### src/rtl/alu_op_sequencer.sv
// alu_op_sequencer: 4-deep command FIFO feeding an external ALU, sanitized in-order responses
module alu_op_sequencer (
  input  logic       clk,
  input  logic       rst_n,
  input  logic       cmd_valid,
  output logic       cmd_ready,
  input  logic [3:0] cmd_sel,
  input  logic [7:0] cmd_a,
  input  logic [7:0] cmd_b,
  input  logic       cmd_cin,
  input  logic       cmd_bin,
  output logic [3:0] alu_sel,
  output logic [7:0] alu_a,
  output logic [7:0] alu_b,
  output logic       alu_cin,
  output logic       alu_bin,
  input  logic [7:0] alu_out1,
  input  logic [7:0] alu_out2,
  input  logic       alu_cout,
  output logic       rsp_valid,
  input  logic       rsp_ready,
  output logic [7:0] rsp_out1,
  output logic [7:0] rsp_out2,
  output logic       rsp_cout,
  output logic [3:0] rsp_sel,
  output logic       rsp_err,
  output logic       busy
);
  localparam logic [1:0] IDLE = 2'd0, ISSUE = 2'd1, RESP = 2'd2;
  logic [1:0]  state;
  logic [21:0] mem [4];
  logic [1:0]  wr_ptr, rd_ptr;
  logic [2:0]  count;
  logic        run, push, pop, legal, arith, wide;
  logic [21:0] head;
  // run holds cmd_ready low until the first edge after reset release
  assign cmd_ready = run && count < 3'd4;
  assign push = cmd_valid && cmd_ready;
  assign pop = count != 3'd0 && (state == IDLE || (state == RESP && rsp_ready));
  assign busy = state != IDLE || count != 3'd0;
  assign head = mem[rd_ptr];
  assign legal = alu_sel < 4'd6;
  assign arith = alu_sel < 4'd2;
  assign wide = alu_sel == 4'd2 || alu_sel == 4'd5;
  always_ff @(posedge clk)
    if (push) mem[wr_ptr] <= {cmd_sel, cmd_a, cmd_b, cmd_cin, cmd_bin};
  always_ff @(posedge clk or negedge rst_n) begin
    if (!rst_n) begin
      state <= IDLE;
      run <= 1'b0;
      wr_ptr <= 2'd0;
      rd_ptr <= 2'd0;
      count <= 3'd0;
      {alu_sel, alu_a, alu_b, alu_cin, alu_bin} <= 22'd0;
      rsp_valid <= 1'b0;
      rsp_out1 <= 8'd0;
      rsp_out2 <= 8'd0;
      rsp_cout <= 1'b0;
      rsp_sel <= 4'd0;
      rsp_err <= 1'b0;
    end else begin
      run <= 1'b1;
      wr_ptr <= push ? wr_ptr + 2'd1 : wr_ptr;
      rd_ptr <= pop ? rd_ptr + 2'd1 : rd_ptr;
      count <= count + {2'd0, push} - {2'd0, pop};
      if (pop) {alu_sel, alu_a, alu_b, alu_cin, alu_bin} <= head;
      case (state)
        IDLE: state <= pop ? ISSUE : IDLE;
        ISSUE: begin
          rsp_out1 <= legal ? alu_out1 : 8'd0;
          rsp_out2 <= wide ? alu_out2 : 8'd0;
          rsp_cout <= arith ? alu_cout : 1'b0;
          rsp_sel <= alu_sel;
          rsp_err <= !legal;
          rsp_valid <= 1'b1;
          state <= RESP;
        end
        RESP: if (rsp_ready) begin
          rsp_valid <= 1'b0;
          state <= pop ? ISSUE : IDLE;
        end
        default: state <= IDLE;
      endcase
    end
  end
endmodule

### config.mk
export PLATFORM = sky130hd
export DESIGN_NAME = alu_op_sequencer
export DESIGN_NICKNAME = d
export VERILOG_FILES = /design/src/rtl/alu_op_sequencer.sv
export SDC_FILE = /design/constraint.sdc
export NUM_CORES = 1
export LEC_CHECK = 0
export ABC_AREA = 1
export CORE_MARGIN = 2
export CORE_UTILIZATION = 57
export CTS_CLUSTER_SIZE = 28
export DETAILED_ROUTE_END_ITERATION = 10
export DONT_BUFFER_PORTS = 1
export PLACE_DENSITY = 0.75
export SETUP_SLACK_MARGIN = 0.5
export SLEW_MARGIN = 25
export SYNTH_ARGS = -nofsm -noshare
export SYNTH_HDL_FRONTEND = slang
export SYNTH_SLANG_ARGS = --single-unit
### constraint.sdc
create_clock -name clk -period 2.1 [get_ports clk]
set_input_delay 0.42 -clock clk [delete_from_list [all_inputs] [get_ports clk]]
set_output_delay 0.42 -clock clk [all_outputs]
set_load 0.01 [all_outputs]
==> impl_metrics.ini <==
[status]
status = complete, no violations

[worst_setup_path]
critPathMaxStageDelay_ns = 0.44
cp_common_cell = nand2_2
path_buf_inv = 1
crit-reg2reg-capture = count[2]$_DFF_PN0_
path_cells = nor2_2 -> nand2_2 -> inv_2 -> nor2_4 -> nand2_2 -> nand2_1 -> ha_2 -> fa_2 -> xnor2_2 -> xor2_1
worst_path_max_delay_cell = dfrtp_2
crit_arrival_ns = 2.34
path_max_fanout = 3
timing.rr.start = count[2]$_DFF_PN0_
reg2reg_slack_ns = 0.20
worstSetupPathType = reg2reg
start_kind = register
crit_family = adder cells
crit_path_end_kind = register
cp.depth = 10
ff2ff_path_depth = 10
required_ns = 2.54

[global_route]
grt_max_degree = 56
antenna_found_initial = 0
grt_pass1_wl_um = 19300
grt_use_total_pct = 22.3
grt_overflow_total = 0
grt_pass1_vias = 4107

[routing]
wl_per_cell_um = 15.1
m1WireLength_um = 4990
drtAntennaViolNets = 0
drc = 0
wl_met3_um = 860
routed-via-count = 4021
drtIter0Drc = 267
wirelength_um = 12000
firstDrtPassIters = 4
routed.top_layer = met4
vias_per_cell = 5.05
dr_wl_met2_um = 5880

[timing]
fin_crit_sh_pct = 90.3
fin_worst_skew_ns = 0.00596
setup_viol = 0
finalCriticalPeriod_ns = 1.90
slew_headroom_pct = 64.3
setup-tns-final_ns = 0
tightest_slew_ns = 0.534
slew_viol_final = 0
rsz0062_at_grt = yes
timing.fmax_ghz = 0.527
finalHoldViolCount = 0

[yosys]
ys_warn_count = 0
ys_ff_latch = 143
syn_inst = 615
syn_area_per_cell_sq_um = 9.85
synth_cell_types = 23
netlist_area_sq_um = 6060
ys_seq_area_share_pct = 66.3
syn-num-nets = 664

[power_and_ir_drop]
power_density_nw_per_um2 = 1430
p_total_mw = 10.1
ir_worst_vdd_v = 0.000700
p_leak_nw = 3.42

[floorplan]
rows = 37
ioPinCount = 90
start_util_pct = 58.7
dieHeight_um = 107
core-area_sq_um = 10300
die_area_sq_um = 11500
die-width_um = 107

[layout]
area_delta_synth_final_pct = 16.6
final_common_cell = nand2_1
postLayoutCoreUtil_pct = 68.4
nNetsFinal = 697
antennaDiodeCount = 0
drive_gt1_share_pct = 9.83
final_cell_mix = 234 x nand2_1, 110 x inv_1, 88 x edfxtp_1

[placement]
place_congestion = 0.709
portBuffers = 0
hpwl_um = 6990

[min_path]
min_to = rsp_out1[5]$_DFFE_PN0P_
min_path_type = in2reg
whs_path_depth = 2
hold_start = alu_out1[5]

[clocking]
clock_sinks = 143
cts_root_buf = clkbuf_8
cts-htree-levels = 4
numCtsBuffers = 17
clk_path_buf_depth = 2
cts_tree = done
clock_latency_ns = 0.53
clk_pin_slew_ns = 0.06

[run]
drv_cap = 0
-- repair_timing --
| item | 4_1_cts | 5_1_grt |
|---|---|---|
| endpoints found under the hold margin | 143 | 0 |
| pin swaps | 1 | 3 |
| buffers inserted | 2 | 0 |
| setup endpoints to repair | 3 | 43 |
| gates resized for setup | 1 | 5 |
| hold buffers | 24 | 0 |
-- cell usage after synthesis (all sizes together) --
cell type	instances	share of area, %
nand3	58	4.9
o21ai	6	0.56
buf	21	2.5
inv	115	7.1
fa	1	0.33
dfrtp	55	23
nor2	22	1.7
edfxtp	88	44
xor2	3	0.43
conb	1	0.062
nor3	1	0.082
ha	5	1.0
nand2	237	15
xnor2	1	0.14
a21oi	1	0.082
-- report_power, final --
part	total [mW]	leakage [nW]	switching [mW]	internal [mW]
logic	2.88	1.66	1.93	0.946
clock network	2.94	0.281	1.13	1.81
registers	4.28	1.48	0.634	3.64
total	10.1	3.42	3.70	6.40
-- routing by layer --
metal	vias up	global-route usage, %
met2	143	38.4
li1	1962	-
met4	0	10.7
met5	-	0
met3	25	6.20
met1	1891	25.7
-- per-stage QoR --
stage	cell area, sq um	std cells	setup slack (ns)	hold WS [ns]
after floorplan	6110	615	0.310	0.124
after global placement	6190	739	0.273	0.126
after detailed placement	6190	739	0.201	0.126
after CTS	7060	797	0.236	0.0170
after global routing	7070	797	0.150	0.0233
final	7070	797	0.203	0.0377
-- worst max-delay path by stage --
stage,start,end
floorplan,count[2]$_DFF_PN0_,count[2]$_DFF_PN0_
global placement,count[2]$_DFF_PN0_,count[2]$_DFF_PN0_
detailed placement,count[2]$_DFF_PN0_,count[2]$_DFF_PN0_
CTS,count[2]$_DFF_PN0_,count[2]$_DFF_PN0_
global route,count[2]$_DFF_PN0_,count[2]$_DFF_PN0_
finish,count[2]$_DFF_PN0_,count[2]$_DFF_PN0_
-- logic make-up after synthesis --
group | count (synthesis) | share of synthesized area, %
buffers and inverters | 136 | 9.64
other | 1 | 0.0619
DFF | 143 | 66.3
and+or+nand+nor | 318 | 21.4
xor gates and xnor gates | 4 | 0.578
adders and majority gates | 6 | 1.36
AOI/OAI and AO/OA | 7 | 0.640
-- final cells by class --
cell class,instances,area [sq um]
Clock inverter,14,166
Fill cell,738,3260
Multi-Input combinational cell,336,1510
Sequential cell,143,4020
Inverter,115,434
Timing Repair Buffer,35,344
Tap cell,136,170
Clock buffer,18,418
-- state kept, by name, summed over array words and instances, names as in the netlist, 3 cells and up --
| signal | flops |
|---|---|
| count | 3 |
| rsp_out2 | 8 |
| rsp_out1 | 8 |
| alu_sel | 4 |
| mem | 88 |
| rsp_sel | 4 |
| alu_b | 8 |
| alu_a | 8 |
Note: power is estimated with default switching activity, not from simulation.
